[config.mk]
export PLATFORM = sky130hd
export DESIGN_NAME = surf4_mmcm_seq_flat
export DESIGN_NICKNAME = d
export VERILOG_FILES = /design/src/rtl/surf4_mmcm_seq_if.sv /design/src/rtl/surf4_mmcm_seq.sv /design/src/flat_wrapper.sv
export SDC_FILE = /design/constraint.sdc
export NUM_CORES = 1
export LEC_CHECK = 0
export BUFFER_PORTS_ARGS = -buffer_cell sky130_fd_sc_hd__buf_2
export CAP_MARGIN = 5
export CORE_MARGIN = 10
export CORE_UTILIZATION = 52
export CTS_BUF_LIST = sky130_fd_sc_hd__clkbuf_4 sky130_fd_sc_hd__clkbuf_8 sky130_fd_sc_hd__clkbuf_16
export CTS_CLUSTER_SIZE = 30
export DETAILED_ROUTE_END_ITERATION = 16
export HOLD_SLACK_MARGIN = 0.05
export PLACE_DENSITY = 0.85
export SYNTH_ARGS = -nofsm -noshare
export SYNTH_HDL_FRONTEND = slang
export SYNTH_SLANG_ARGS = --single-unit
[constraint.sdc]
create_clock -name clk_i -period 2 [get_ports clk_i]
set_input_delay 0.4 -clock clk_i [delete_from_list [all_inputs] [get_ports clk_i]]
set_output_delay 0.4 -clock clk_i [all_outputs]
set_load 0.01 [all_outputs]
[src/rtl/surf4_mmcm_seq_if.sv]
// MMCM control/status bundle between the lock sequencer and the MMCM primitive.
interface surf4_mmcm_seq_if;
  logic mmcm_locked_i;
  logic mmcm_clkinstopped_i;
  logic mmcm_rst_o;
  logic mmcm_pwrdwn_o;
  logic mmcm_clkinsel_o;

  modport master (
    input  mmcm_locked_i,
    input  mmcm_clkinstopped_i,
    output mmcm_rst_o,
    output mmcm_pwrdwn_o,
    output mmcm_clkinsel_o
  );

  modport slave (
    output mmcm_locked_i,
    output mmcm_clkinstopped_i,
    input  mmcm_rst_o,
    input  mmcm_pwrdwn_o,
    input  mmcm_clkinsel_o
  );
endinterface

[src/rtl/surf4_mmcm_seq.sv]
// MMCM reset / lock sequencer with input-clock selection, power-down and fault handling.
// Optional automatic clock-input fallback on failure: define SURF4_MMCM_FALLBACK_EN.
module surf4_mmcm_seq #(
  parameter int unsigned RST_CYCLES   = 16,
  parameter int unsigned LOCK_TIMEOUT = 100000
) (
  input  logic                    clk_i,
  input  logic                    rst_i,
  input  logic                    sel_req_i,
  input  logic                    switch_i,
  input  logic                    pwrdn_req_i,
  surf4_mmcm_seq_if.master        mmcm,
  output logic                    locked_o,
  output logic                    busy_o,
  output logic                    lock_lost_o,
  output logic                    timeout_o,
  output logic                    fallback_o,
  output logic [2:0]              state_o
);

  localparam int unsigned CNT_W = 20;
  localparam logic [CNT_W-1:0] RST_LAST  = CNT_W'(RST_CYCLES - 1);
  localparam logic [CNT_W-1:0] LOCK_LAST = CNT_W'(LOCK_TIMEOUT - 1);

  typedef enum logic [2:0] {
    ST_RESET     = 3'd0,
    ST_WAIT_LOCK = 3'd1,
    ST_RUN       = 3'd2,
    ST_PWRDN     = 3'd3,
    ST_FAULT     = 3'd4
  } state_e;

  state_e           state_q, state_d;
  logic             sel_q, sel_d;
  logic [CNT_W-1:0] cnt_q, cnt_d;
  logic             lk_meta_q, lk_q, cs_meta_q, cs_q;
  logic             lost_q, lost_d;
  logic             timeout_q, timeout_d;
  logic             mmcm_rst_q, mmcm_rst_d;
  logic             pwrdwn_q, pwrdwn_d;
  logic             locked_q, locked_d;
  logic             busy_q, busy_d;
  logic             fail_c, fail_timeout_c;
`ifdef SURF4_MMCM_FALLBACK_EN
  logic             flag_q, flag_d;
  logic             fallback_q, fallback_d;
`endif

  // Next-state, counter and event decisions
  always_comb begin
    state_d        = state_q;
    sel_d          = sel_q;
    cnt_d          = cnt_q;
    lost_d         = 1'b0;
    timeout_d      = 1'b0;
    fail_c         = 1'b0;
    fail_timeout_c = 1'b0;
`ifdef SURF4_MMCM_FALLBACK_EN
    flag_d         = flag_q;
    fallback_d     = 1'b0;
`endif

    if (pwrdn_req_i) begin
      state_d = ST_PWRDN;
      cnt_d   = '0;
    end else if (state_q == ST_PWRDN) begin
      state_d = ST_RESET;
      cnt_d   = '0;
    end else if (switch_i) begin
      sel_d   = sel_req_i;
      state_d = ST_RESET;
      cnt_d   = '0;
`ifdef SURF4_MMCM_FALLBACK_EN
      flag_d  = 1'b0;
`endif
    end else begin
      case (state_q)
        ST_RESET: begin
          if (cnt_q == RST_LAST) begin
            state_d = ST_WAIT_LOCK;
            cnt_d   = '0;
          end else begin
            cnt_d = cnt_q + CNT_W'(1);
          end
        end
        ST_WAIT_LOCK: begin
          if (lk_q && !cs_q) begin
            state_d = ST_RUN;
            cnt_d   = '0;
          end else if (cnt_q == LOCK_LAST) begin
            timeout_d      = 1'b1;
            fail_c         = 1'b1;
            fail_timeout_c = 1'b1;
          end else begin
            cnt_d = cnt_q + CNT_W'(1);
          end
        end
        ST_RUN: begin
          if (!lk_q || cs_q) begin
            lost_d = 1'b1;
            fail_c = 1'b1;
          end
        end
        ST_FAULT: state_d = ST_FAULT;
        default:  begin
          state_d = ST_RESET;
          cnt_d   = '0;
        end
      endcase
    end

    // The first failure after a switch retries on the other input when fallback is built in
    if (fail_c) begin
      cnt_d = '0;
`ifdef SURF4_MMCM_FALLBACK_EN
      if (!flag_q) begin
        sel_d      = ~sel_q;
        flag_d     = 1'b1;
        fallback_d = 1'b1;
        state_d    = ST_RESET;
      end else
`endif
      begin
        state_d = fail_timeout_c ? ST_FAULT : ST_RESET;
      end
    end

    mmcm_rst_d = (state_d != ST_WAIT_LOCK) && (state_d != ST_RUN);
    pwrdwn_d   = (state_d == ST_PWRDN);
    locked_d   = (state_d == ST_RUN);
    busy_d     = (state_d == ST_RESET) || (state_d == ST_WAIT_LOCK);
  end

  always_ff @(posedge clk_i) begin
    if (rst_i) begin
      state_q    <= ST_RESET;
      sel_q      <= 1'b1;
      cnt_q      <= '0;
      lk_meta_q  <= 1'b0;
      lk_q       <= 1'b0;
      cs_meta_q  <= 1'b0;
      cs_q       <= 1'b0;
      lost_q     <= 1'b0;
      timeout_q  <= 1'b0;
      mmcm_rst_q <= 1'b1;
      pwrdwn_q   <= 1'b0;
      locked_q   <= 1'b0;
      busy_q     <= 1'b1;
`ifdef SURF4_MMCM_FALLBACK_EN
      flag_q     <= 1'b0;
      fallback_q <= 1'b0;
`endif
    end else begin
      state_q    <= state_d;
      sel_q      <= sel_d;
      cnt_q      <= cnt_d;
      lk_meta_q  <= mmcm.mmcm_locked_i;
      lk_q       <= lk_meta_q;
      cs_meta_q  <= mmcm.mmcm_clkinstopped_i;
      cs_q       <= cs_meta_q;
      lost_q     <= lost_d;
      timeout_q  <= timeout_d;
      mmcm_rst_q <= mmcm_rst_d;
      pwrdwn_q   <= pwrdwn_d;
      locked_q   <= locked_d;
      busy_q     <= busy_d;
`ifdef SURF4_MMCM_FALLBACK_EN
      flag_q     <= flag_d;
      fallback_q <= fallback_d;
`endif
    end
  end

  assign mmcm.mmcm_rst_o      = mmcm_rst_q;
  assign mmcm.mmcm_pwrdwn_o   = pwrdwn_q;
  assign mmcm.mmcm_clkinsel_o = sel_q;
  assign locked_o             = locked_q;
  assign busy_o               = busy_q;
  assign lock_lost_o          = lost_q;
  assign timeout_o            = timeout_q;
  assign state_o              = state_q;
`ifdef SURF4_MMCM_FALLBACK_EN
  assign fallback_o           = fallback_q;
`else
  assign fallback_o           = 1'b0;
`endif

endmodule
[src/flat_wrapper.sv]
// flat-port wrapper written by rule: the top's interface ports become plain ports
module surf4_mmcm_seq_flat 
#(
  parameter int unsigned RST_CYCLES   = 16,
  parameter int unsigned LOCK_TIMEOUT = 100000
)
  (clk_i, rst_i, sel_req_i, switch_i, pwrdn_req_i, locked_o, busy_o, lock_lost_o, timeout_o, fallback_o, state_o, mmcm_mmcm_locked_i, mmcm_mmcm_clkinstopped_i, mmcm_mmcm_rst_o, mmcm_mmcm_pwrdwn_o, mmcm_mmcm_clkinsel_o);
  surf4_mmcm_seq_if mmcm_i ();
  input  logic clk_i;
  input  logic rst_i;
  input  logic sel_req_i;
  input  logic switch_i;
  input  logic pwrdn_req_i;
  output logic locked_o;
  output logic busy_o;
  output logic lock_lost_o;
  output logic timeout_o;
  output logic fallback_o;
  output logic [2:0] state_o;
  input wire logic [$bits(mmcm_i.mmcm_locked_i)-1:0] mmcm_mmcm_locked_i;
  input wire logic [$bits(mmcm_i.mmcm_clkinstopped_i)-1:0] mmcm_mmcm_clkinstopped_i;
  output wire logic [$bits(mmcm_i.mmcm_rst_o)-1:0] mmcm_mmcm_rst_o;
  output wire logic [$bits(mmcm_i.mmcm_pwrdwn_o)-1:0] mmcm_mmcm_pwrdwn_o;
  output wire logic [$bits(mmcm_i.mmcm_clkinsel_o)-1:0] mmcm_mmcm_clkinsel_o;
  assign mmcm_i.mmcm_locked_i = mmcm_mmcm_locked_i;
  assign mmcm_i.mmcm_clkinstopped_i = mmcm_mmcm_clkinstopped_i;
  assign mmcm_mmcm_rst_o = mmcm_i.mmcm_rst_o;
  assign mmcm_mmcm_pwrdwn_o = mmcm_i.mmcm_pwrdwn_o;
  assign mmcm_mmcm_clkinsel_o = mmcm_i.mmcm_clkinsel_o;
  surf4_mmcm_seq #(.RST_CYCLES(RST_CYCLES), .LOCK_TIMEOUT(LOCK_TIMEOUT)) u_core (.clk_i(clk_i), .rst_i(rst_i), .sel_req_i(sel_req_i), .switch_i(switch_i), .pwrdn_req_i(pwrdn_req_i), .mmcm(mmcm_i), .locked_o(locked_o), .busy_o(busy_o), .lock_lost_o(lock_lost_o), .timeout_o(timeout_o), .fallback_o(fallback_o), .state_o(state_o));
endmodule
Word-level counts from Yosys, hierarchy flattened
Cells that the tools add are included.
Widths: inputs -> output; s select.
{"block": "word_totals", "out_inout_bits": 11, "reg_bits": 34, "latch_bits": 0, "ram_bits": 0, "memories": 0, "romBits": 0}
{"block": "op_classes", "bitwise_logic": 4, "mul": 0, "div": 0, "magnitude_cmp": 0, "addsub": 1, "muxes": 23, "n_reduce_logical": 13, "n_eq_ne": 12, "shift": 0}
{"operator": "$mux 20", "count": 3}
{"operator": "$pmux 20 s3", "count": 1}
{"operator": "$mux 3", "count": 7}
{"operator": "$add 20x1->20 const B", "count": 1}
{"operator": "$eq 20x17->1 const B", "count": 1}
{"operator": "$eq 20x4->1 const B", "count": 1}
{"operator": "$eq 3x2->1 const B", "count": 4}
{"operator": "$pmux 3 s4", "count": 1}
{"operator": "$mux 1", "count": 10}
{"operator": "$reduce_or 5->1", "count": 2}
{"operator": "$eq 3x1->1 const B", "count": 2}
{"operator": "$logic_not 3->1", "count": 2}
{"operator": "$ne 3x2->1 const B", "count": 2}
{"operator": "$not 1->1", "count": 4}
{"operator": "$eq 3x3->1 const B", "count": 1}
{"operator": "$ne 3x1->1 const B", "count": 1}
{"operator": "$reduce_and 3->1", "count": 1}
{"operator": "$logic_and 1x1->1", "count": 2}
{"operator": "$logic_not 1->1", "count": 2}
{"operator": "$logic_or 1x1->1", "count": 2}
{"operator": "$pmux 1 s2", "count": 1}
{"operator": "$reduce_and 2->1", "count": 1}
{"operator": "$reduce_or 2->1", "count": 1}

Longest topological paths before layout
Gate-level depths: netlist of run 1.
{"block": "logic_depth", "ltp_word": 11, "ltp_mapped": 8, "ltp_nobuf": 6}

Worst setup path before layout of run 1
Ideal clock, no wire load.
{"block": "synth_path", "kind": "register -> register", "from": "register u_core.cnt_q[0]", "to": "register u_core.locked_q (netlist: u_core.locked_o)", "stages_incl_launch_ff": 8, "arrival_time_ps": 2081, "period_less_slack_ps": 2197, "slack_ps": -197, "required_time_ps": 1884, "path_buffers": 1, "cell_sequence": "dfxtp_1 ha_1 and3_1 nand4_2 or4_1 clkbuf_2 a211o_1 and4_1"}
{"block": "synth_between", "elab_chain_cells": 10}
{"element": "start, declared", "line_no": "surf4_mmcm_seq.sv:35", "text": "logic [CNT_W-1:0] cnt_q, cnt_d;"}
{"element": "start signal, assigned", "line_no": "surf4_mmcm_seq.sv:156", "text": "cnt_q <= cnt_d;"}
{"element": "$eq 20x17->1", "line_no": "surf4_mmcm_seq.sv:90", "text": "end else if (cnt_q == LOCK_LAST) begin"}
{"element": "$mux 1", "line_no": "surf4_mmcm_seq.sv:90"}
{"element": "$mux 1", "line_no": "surf4_mmcm_seq.sv:87", "text": "if (lk_q && !cs_q) begin"}
{"element": "$mux 1", "line_no": "surf4_mmcm_seq.sv:77", "text": "case (state_q)"}
{"element": "$mux 1", "line_no": "surf4_mmcm_seq.sv:69", "text": "end else if (switch_i) begin"}
{"element": "$mux 1", "line_no": "surf4_mmcm_seq.sv:66", "text": "end else if (state_q == ST_PWRDN) begin"}
{"element": "$mux 1", "line_no": "surf4_mmcm_seq.sv:63", "text": "if (pwrdn_req_i) begin"}
{"element": "$mux 3", "line_no": "surf4_mmcm_seq.sv:124", "text": "state_d = fail_timeout_c ? ST_FAULT : ST_RESET;"}
{"element": "$mux 3 (*)", "line_no": "surf4_mmcm_seq.sv:113", "text": "if (fail_c) begin"}
{"element": "$eq 3x2->1 (*)", "line_no": "surf4_mmcm_seq.sv:130", "text": "locked_d = (state_d == ST_RUN);"}
{"element": "end signal, assigned", "line_no": "surf4_mmcm_seq.sv:165", "text": "locked_q <= locked_d;"}
{"element": "end, declared", "line_no": "surf4_mmcm_seq.sv:41", "text": "logic locked_q, locked_d;"}
Every way passes the cells marked *; elsewhere a longest branch is shown, timed or not.
A chain may end at the register's enable or synchronous reset.

Worst setup path after layout of run 1
{"block": "layout_path", "from": "register u_core.cnt_q[1]", "to": "register u_core.locked_q (netlist: u_core.locked_o)"}
The elaborated chain is that of the path after synthesis.

==> impl_metrics.csv, run 1 <==
group,metric,value,unit
global_routing,grt_pass1_wl,6.527,mm
synthesis,syn_inst,201,
drt,via_per_inst,5.982,
synthesis,synthFlopType,"dfxtp_1",
timing,skew,0.01710,ns
synthesis,ys_warn_count,0,
worst_hold_path,hp-start,"mmcm_mmcm_locked_i",
layout,final_util,0.6610,
synthesis,synth_area_per_cell,8.391,µm²
synthesis,synthArstFlopShare,0,
layout,area_growth,20.62,%
power,switching_share,0.2509,
layout,drive_above_1_share,0.2350,
critical_path,endpoint_kind,"flip-flop",
timing,relSlewSlack,0.6089,
critical_path,rr_worst_depth,6,
floorplan,core_area,3078,µm²
placement,placed_area,1913,µm²
power,sequentialPowerShare,0.567,
critical_path,reg2reg_to,"u_core.locked_o",
critical_path,crit_arrival,2.19,ns
global_routing,grt_start_max_net_pins,18,
clock_network,cts_max_level,2,
timing,hold_viol,0,
timing,setup_tns,0,ns
layout,final_common_cell,"dfxtp_1",
drt,wl_met3,273,µm
critical_path,crit_fanout,5,
clock_network,clockBufferDepth,2,
clock_network,hold_buffers,0,
drt,wl_per_cell,15.35,µm
drt,met2_length,2.088,mm
timing,grt_setup_unrepaired,"yes",
clock_network,cts.sink_count,34,
critical_path,timing.rr.start,"u_core.cnt_q[1]",
power,p_sw,0.0003087,W
floorplan,die_w,76.95,µm
clock_network,clkSlewWorstSetupHoldPaths,0.10,ns
floorplan,io_pins,18,
outcome,outcome,"complete, no violations",
timing,fmax,514.5,MHz
worst_hold_path,hold_path_depth,2,
floorplan,die_y,76.95,µm
floorplan,num_rows,20,
drt,drt-pass1-iter-count,4,
placement,gp_congestion,0.8658,
timing,finalCriticalPeriod,1.944,ns
clock_network,worst_skew_pair.late_latency,0.35,ns
synthesis,syn_nets,209,
power,p_int,0.0009215,W
global_routing,antenna_found_initial,0,
synthesis,synthesis.area,1687,µm²
synthesis,ys_ff_latch,34,
drt,wl_met1,1.807,mm
power,power_frac_comb,0.096,
timing,worstMarginPinSlew,0.5840,ns
placement,dp_hpwl,3.023,mm
critical_path,critPathLaunchType,"flip-flop",
drt,wl,4.268,mm
drt,drc,0,
synthesis,synth_cell_type_count,44,
timing,period_share,0.9719,
global_routing,grt_use_total,0.1338,
clock_network,cts_root_buffer,"clkbuf_4",
floorplan,die_area,5921,µm²
run,maxCapViolCount,0,
placement,portBuffers,16,
clock_network,numCtsBuffers,5,
drt,ant_nets,0,
critical_path,cp_slowest_stage_delay,0.47,ns
drt,vias,1663,
critical_path,path_class,"reg2reg",
drt,drt_iter0_markers,187,
power,p_leak,0.7259,nW
global_routing,grt_pass1_vias,1425,
layout,mostFrequentLayoutCells,"dfxtp_1 (31), nor2_1 (22), buf_4 (17)",
critical_path,crit_family,"simple AND/OR/NAND/NOR gates",
synthesis,synth_edf_count,0,
worst_hold_path,hold_path.class,"in2reg",
power,p_per_area,604.7,nW/µm²
critical_path,critical_path_buf_inv_count,0,
clock_network,tritoncts,"yes",
synthesis,seq_area_frac_synth,0.4036,
floorplan,start_util,0.5480,
critical_path,crit_required,2.25,ns
timing,finalSetupViolCount,0,
layout,final_nets,241,
critical_path,crit_chain,"ha_4 > and3_1 > nand4_2 > or4_4 > a211o_1 > and4_1",
global_routing,globalRouteOverflowTotal,0,
layout,antennaDiodeCount,0,
power,ir_drop,557.7,µV
critical_path,r2r_slack,0.06,ns
timing,holdWs,0.2587,ns
power,clockPowerShare,0.337,
timing,maxSlewViolCount,0,
layout,final_cell_area,2034,µm²
critical_path,cp_slowest_cell,"or4_4",
drt,dr.max_layer_used,"met4",
worst_hold_path,min_to,"u_core.lk_meta_q",
-- registers in the layout, summed over array words and instances, names as in the netlist --
signal                       count
u_core.busy_o                    1
u_core.lk_meta_q                 1
u_core.state_o                   3
u_core.lk_q                      1
u_core.timeout_o                 1
u_core.mmcm.mmcm_clkinsel_o      1
u_core.mmcm.mmcm_rst_o           1
u_core.lock_lost_o               1
u_core.locked_o                  1
u_core.cnt_q                    20
u_core.cs_q                      1
u_core.cs_meta_q                 1
u_core.mmcm.mmcm_pwrdwn_o        1
-- layout make-up --
type | count | area, µm²
Fill cell | 265 | 1044
Multi-Input combinational cell | 152 | 979.7
Sequential cell | 34 | 686.9
Timing Repair Buffer | 35 | 230.2
Clock buffer | 7 | 58.81
Tap cell | 44 | 55.05
Inverter | 5 | 18.77
Clock inverter | 1 | 5.005
-- cells in the mapped netlist (all sizes together) (3+ instances only) --
| master | instances | area [µm²] |
|---|---|---|
| a21oi | 8 | 40.04 |
| a31oi | 4 | 25.02 |
| and3 | 4 | 25.02 |
| and4 | 4 | 35.03 |
| buf | 3 | 17.52 |
| clkbuf | 7 | 27.52 |
| dfxtp | 34 | 680.7 |
| inv | 5 | 18.77 |
| mux2i | 3 | 30.03 |
| nand2 | 16 | 60.06 |
| nand3 | 15 | 75.07 |
| nand3b | 4 | 30.03 |
| nand4 | 7 | 50.05 |
| nor2 | 22 | 82.58 |
| nor2b | 5 | 31.28 |
| nor3 | 6 | 30.03 |
| nor4 | 7 | 65.06 |
| o211ai | 3 | 22.52 |
| o21ai | 4 | 20.02 |
| or3 | 5 | 31.28 |
| or4 | 5 | 37.54 |
| xnor2 | 6 | 52.55 |
| xor2 | 5 | 43.79 |
-- logic make-up after synthesis --
kind of cell,Yosys count,synth area share
fa+ha+maj,1,0.007417
simple gates,106,0.3546
flops,34,0.4036
mux,3,0.01780
buf+inv,15,0.03783
compound gates,30,0.1194
xor+xnor,11,0.05712
other cells,1,0.002223
-- power by group through the flow --
stage          clock network (W)  logic [W]  registers, W
2_1_floorplan                  0  0.0000657      0.000716
6_report                0.000415   0.000118      0.000698
3_3_place_gp                   0   0.000106      0.000714
4_1_cts                 0.000419   0.000110      0.000699
3_5_place_dp                   0   0.000109      0.000715
5_1_grt                 0.000447   0.000128      0.000699
-- worst reg2reg max path: stages (launching register included) --
cell,delay [ns]
dfxtp_2,0.39
ha_4,0.17
and3_1,0.18
nand4_2,0.12
or4_4,0.47
a211o_1,0.31
and4_1,0.20
-- stage by stage --
stage / instances / total power [W] / worst slack (ns)
2_1_floorplan: 201 / 0.0007812 / 0.0002862
3_5_place_dp: 267 / 0.0008234 / 0.05082
4_1_cts: 275 / 0.001228 / 0.02273
3_3_place_gp: 267 / 0.0008197 / 0.1189
5_1_grt: 278 / 0.001274 / -0.009846
6_report: 278 / 0.001230 / 0.05627
-- repair_timing --
action | CTS | global route
resized for setup | 0 | 7
buffers inserted | 0 | 2
setup endpoints to repair | 0 | 7
-- worst max path at each step --
stage,to,cells past startpoint,slack [ns],startpoint
2_1_floorplan,u_core.cnt_q[15],7,0.0003,u_core.state_o[1]
3_3_place_gp,u_core.locked_o,5,0.12,u_core.cnt_q[13]
3_5_place_dp,u_core.locked_o,6,0.05,u_core.cnt_q[0]
4_1_cts,u_core.cnt_q[18],5,0.02,u_core.cnt_q[9]
5_1_grt,u_core.cnt_q[18],5,-0.01,u_core.cnt_q[9]
6_report,u_core.locked_o,6,0.06,u_core.cnt_q[1]
-- per-layer routing --
metal / up-vias / global-route usage
met3: 14 / 0.04779
li1: 796 / -
met1: 790 / 0.1555
met5: - / 0
met2: 63 / 0.2243
met4: 0 / 0.03903
(Power assumes the default switching activity.)
==> run 2, diff against run 1 <==
- CORE_MARGIN: 10 -> 2
- GPL_TIMING_DRIVEN: not set -> 1
==> impl_metrics.csv, run 2 (synthesized netlist as in run 1, its figures left out) <==
group,metric,value,unit
clock_network,numCtsBuffers,5,
clock_network,cts.sink_count,34,
clock_network,worst_skew_pair.late_latency,0.34,ns
drt,drt_iter0_markers,128,
critical_path,crit_start,"u_core.cnt_q[1]",
layout,largest_register_ffs,20,
layout,final_common_cell,"dfxtp_1",
critical_path,crit_chain,"ha_4 > and3_1 > nand4_2 > buf_6 > o21ai_1 > buf_4 > or4_1 > a21oi_1",
layout,n_fill_cell,276,
critical_path,critPathLaunchType,"flip-flop",
timing,hold_viol,0,
timing,fmax,521.5,MHz
drt,ant_nets,0,
floorplan,core_area,3078,µm²
layout,mostFrequentLayoutCells,"dfxtp_1 (31), nor2_1 (22), buf_4 (18)",
global_routing,grt_use_total,0.2189,
global_routing,grt_pass1_vias,1314,
power,p_per_area,596.5,nW/µm²
layout,final_nets,242,
timing,finalCriticalPeriod,1.918,ns
floorplan,start_util,0.5480,
timing,holdWs,0.2748,ns
drt,via_per_inst,5.835,
drt,drt-pass1-iter-count,4,
run,maxCapViolCount,0,
floorplan,num_rows,20,
global_routing,globalRouteOverflowTotal,0,
critical_path,timing.rr.start,"u_core.cnt_q[1]",
placement,portBuffers,16,
power,ir_drop,335.7,µV
worst_hold_path,hp-start,"mmcm_mmcm_locked_i",
timing,skew,0.01137,ns
timing,maxSlewViolCount,0,
critical_path,crit_fanout,8,
layout,layout.cells.non_filler,278,
drt,vias,1622,
placement,dp.cells,267,
global_routing,antenna_found_initial,0,
timing,finalSetupViolCount,0,
clock_network,cts_max_level,2,
layout,antennaDiodeCount,0,
floorplan,die_y,60.95,µm
critical_path,cp_slowest_cell,"or4_1",
floorplan,io_pins,18,
outcome,outcome,"complete, no violations",
layout,regMostFlops,"u_core.cnt_q",
placement,gp_congestion,0.8974,
clock_network,hold_buffers,0,
power,p_leak,0.7076,nW
critical_path,crit_required,2.29,ns
clock_network,clockBufferDepth,2,
clock_network,tritoncts,"yes",
layout,drive_above_1_share,0.2265,
critical_path,cp_slowest_stage_delay,0.50,ns
timing,relSlewSlack,0.6100,
timing,period_share,0.9588,
placement,dp_hpwl,2.826,mm
clock_network,clkSlewWorstSetupHoldPaths,0.10,ns
critical_path,endpoint_kind,"flip-flop",
global_routing,grt_start_max_net_pins,18,
drt,drc,0,
clock_network,cts_root_buffer,"clkbuf_4",
floorplan,die_area,3715,µm²
critical_path,crit_arrival,2.20,ns
drt,wl,4.037,mm
drt,wl_per_cell,14.52,µm
timing,worstMarginPinSlew,0.5825,ns
floorplan,die_w,60.95,µm
worst_hold_path,hold_path.class,"in2reg",
layout,area_growth,19.14,%
global_routing,grt_pass1_wl,5.892,mm
critical_path,path_class,"reg2reg",
-- run 2: cell types whose count changed in the layout (fill, tap and decap cells not counted), sizes merged --
| cell | before | now |
|---|---|---|
| buf | 34 | 35 |
| clkinv | 1 | 0 |
-- run 2: path summary, 6_finish.rpt --
check,to,slack [ns],cells after the start
setup reg to reg,u_core.cnt_q[15],0.08,8
setup / recovery,u_core.cnt_q[15],0.08,8
hold / removal,u_core.lk_meta_q,0.27,2
hold reg to reg,u_core.lk_q,0.44,1
-- run 2: area by class of cell --
class | count | area [µm²] | area share
multi-input cells | 152 | 958.4 | 0.4770
repair buffers | 36 | 237.7 | 0.1183
flip-flops and latches | 34 | 686.9 | 0.3418
inverters | 5 | 18.77 | 0.009340
well taps | 44 | 55.05 | 0.02740
clock buffers | 7 | 52.55 | 0.02615
-- run 2: stage by stage --
step	TNS, ns	worst slack [ns]	utilization	instance area, µm²	power [W]
2_1_floorplan	0	0.0002862	-	1703	0.0007812
3_3_place_gp	0	0.1222	0.6215	1913	0.0008186
3_5_place_dp	0	0.07352	0.6215	1913	0.0008221
4_1_cts	0	0.06173	0.6386	1966	0.001191
5_1_grt	-0.003335	-0.003335	0.6528	2009	0.001242
6_report	0	0.08243	0.6528	2009	0.001199
-- run 2: layer usage --
metal | part of all wire | global-route usage | routed length, µm
met5 | 0 | 0 | 0
met4 | 0.014 | 0.1056 | 57
met3 | 0.061 | 0.06397 | 247
met2 | 0.48 | 0.3364 | 1935
met1 | 0.45 | 0.2818 | 1797
-- run 2: critical path, delay by kind of cell, from the launching register on --
| kind | cells | cell delay [ns] |
|---|---|---|
| compound gates | 2 | 0.23 |
| flops | 1 | 0.36 |
| buf+inv | 2 | 0.31 |
| fa+ha+maj | 1 | 0.18 |
| simple gates | 3 | 0.78 |
-- run 2: where the power goes --
part | internal [W] | switching, W | leakage (nW)
logic | 0.0000500 | 0.0000683 | 0.397
registers | 0.000689 | 0.00000786 | 0.278
clock network | 0.000160 | 0.000224 | 0.0322
total | 0.000899 | 0.000300 | 0.708
-- run 2: timing repair --
| item | 4_1_cts | 5_1_grt |
|---|---|---|
| resized for setup | 0 | 4 |
| setup endpoints to repair | 0 | 8 |
| hold endpoints to repair | 0 | 0 |
| setup buffers | 0 | 3 |
==> run 3, diff against run 2 <==
- CORE_ASPECT_RATIO: not set -> 0.6
==> impl_metrics.csv, run 3 (synthesized netlist as in run 1, its figures left out) <==
group,metric,value,unit
placement,portBuffers,16,
drt,drt-pass1-iter-count,7,
outcome,outcome,"complete, no violations",
critical_path,crit_fanout,5,
clock_network,cts_setup_buffers,0,
drt,vias,1633,
global_routing,grt_pass1_wl,6.789,mm
clock_network,cts_max_level,2,
critical_path,crit_required,2.19,ns
timing,hold_viol,0,
power,p_int,0.001086,W
global_routing,grt_pass1_vias,1374,
layout,final_common_cell,"dfxtp_1",
timing,finalSetupViolCount,0,
global_routing,grt_use_total,0.2476,
timing,maxSlewViolCount,0,
drt,drc,0,
critical_path,endpoint_kind,"flip-flop",
layout,regMostFlops,"u_core.cnt_q",
power,p_sw,0.0003317,W
drt,wl_per_cell,16.08,µm
timing,relSlewSlack,0.6165,
clock_network,clkSlewWorstSetupHoldPaths,0.07,ns
layout,n_fill_cell,226,
critical_path,crit_chain,"nor4_4 > nand4_2 > or4_4 > a211o_1 > and4_1",
timing,skew,0.006308,ns
power,sequentialPowerShare,0.491,
placement,dp_slack,-0.005113,ns
clock_network,cts_root_buffer,"clkbuf_8",
layout,area_growth,23.29,%
placement,gp_congestion,0.8871,
worst_hold_path,hold_path.class,"in2reg",
layout,drive_above_1_share,0.2403,
power,power_frac_comb,0.086,
power,ir_drop,486.0,µV
critical_path,critical_path_buf_inv_count,0,
critical_path,crit_arrival,2.15,ns
critical_path,critPathLaunchType,"flip-flop",
floorplan,core_area,2984,µm²
critical_path,crit_family,"simple AND/OR/NAND/NOR gates",
global_routing,globalRouteOverflowTotal,0,
floorplan,die_y,48.12,µm
layout,mostFrequentLayoutCells,"dfxtp_1 (30), nor2_1 (22), buf_4 (17)",
global_routing,antenna_found_initial,0,
floorplan,start_util,0.5652,
drt,via_per_inst,5.938,
layout,final_util,0.6969,
layout,final_nets,240,
floorplan,num_rows,15,
timing,fin_ws,0.03976,ns
clock_network,tritoncts,"yes",
critical_path,cp_slowest_cell,"or4_4",
timing,period_share,0.9801,
clock_network,cts.sink_count,34,
floorplan,die_w,77.53,µm
timing,setup_tns,0,ns
power,switching_share,0.2340,
drt,wl,4.423,mm
clock_network,hold_buffers,0,
critical_path,path_class,"reg2reg",
clock_network,clockBufferDepth,2,
timing,fmax,510.1,MHz
placement,placed_area,1938,µm²
layout,antennaDiodeCount,0,
layout,largest_register_ffs,20,
floorplan,die_area,3730,µm²
timing,finalCriticalPeriod,1.960,ns
layout,multi_input_area,984.7,µm²
power,p_leak,0.7347,nW
run,maxCapViolCount,0,
drt,drt_iter0_markers,196,
drt,ant_nets,0,
layout,final_cell_area,2079,µm²
layout,seqCellArea,685.7,µm²
power,clockPowerShare,0.423,
timing,worstMarginPinSlew,0.5727,ns
power,p_per_area,681.8,nW/µm²
clock_network,worst_skew_pair.late_latency,0.30,ns
floorplan,io_pins,18,
critical_path,cp_slowest_stage_delay,0.49,ns
placement,dp_hpwl,3.229,mm
global_routing,grt_start_max_net_pins,18,
clock_network,numCtsBuffers,5,
timing,grt_setup_unrepaired,"yes",
[run 3: cell types whose count changed in the layout (fill, tap and decap cells not counted), sizes merged]
cell | before | now
clkbuf | 7 | 8
buf | 35 | 34
clkdlybuf4s15 | 1 | 0
[run 3: path summary, 6_finish.rpt]
path	from	end	slack (ns)	cells past startpoint
max	u_core.cnt_q[13]	u_core.locked_o	0.04	5
min reg2reg	u_core.lk_meta_q	u_core.lk_q	0.44	1
min	mmcm_mmcm_clkinstopped_i	u_core.cs_meta_q	0.32	2
max reg2reg	u_core.cnt_q[13]	u_core.locked_o	0.04	5
[run 3: power by group through the flow]
stage	clock, W	combinational [W]	sequential, W
after floorplan	0	0.0000657	0.000716
after detailed placement	0	0.000117	0.000712
after global routing	0.000627	0.000130	0.000698
after CTS	0.000605	0.000118	0.000697
after global placement	0	0.000114	0.000711
final	0.000600	0.000121	0.000697
[run 3: what timing repair did]
action	CTS	global route
setup endpoints to repair	1	7
endpoints found under the hold margin	0	0
resized for setup	1	5
[run 3: final cells by class]
| type | count | area share |
|---|---|---|
| Clock buffer | 8 | 0.05295 |
| Timing Repair Buffer | 34 | 0.1095 |
| Multi-Input combinational cell | 152 | 0.4735 |
| Sequential cell | 34 | 0.3297 |
| Tap cell | 42 | 0.02527 |
| Inverter | 5 | 0.009025 |
[run 3: routing by layer]
layer,GRT usage,up-vias,share of wire
met5,0.03750,-,0
met4,0.1179,0,0.018
met3,0.07407,11,0.091
met2,0.3252,85,0.40
met1,0.3642,743,0.49
li1,-,794,-
[run 3: stage by stage]
step | cells | hold WS, ns | power, W
after floorplan | 201 | 0.4138 | 0.0007812
after global placement | 267 | 0.4180 | 0.0008257
final | 275 | 0.3161 | 0.001418
after detailed placement | 267 | 0.4278 | 0.0008291
after CTS | 275 | 0.3167 | 0.001420
after global routing | 275 | 0.3179 | 0.001455
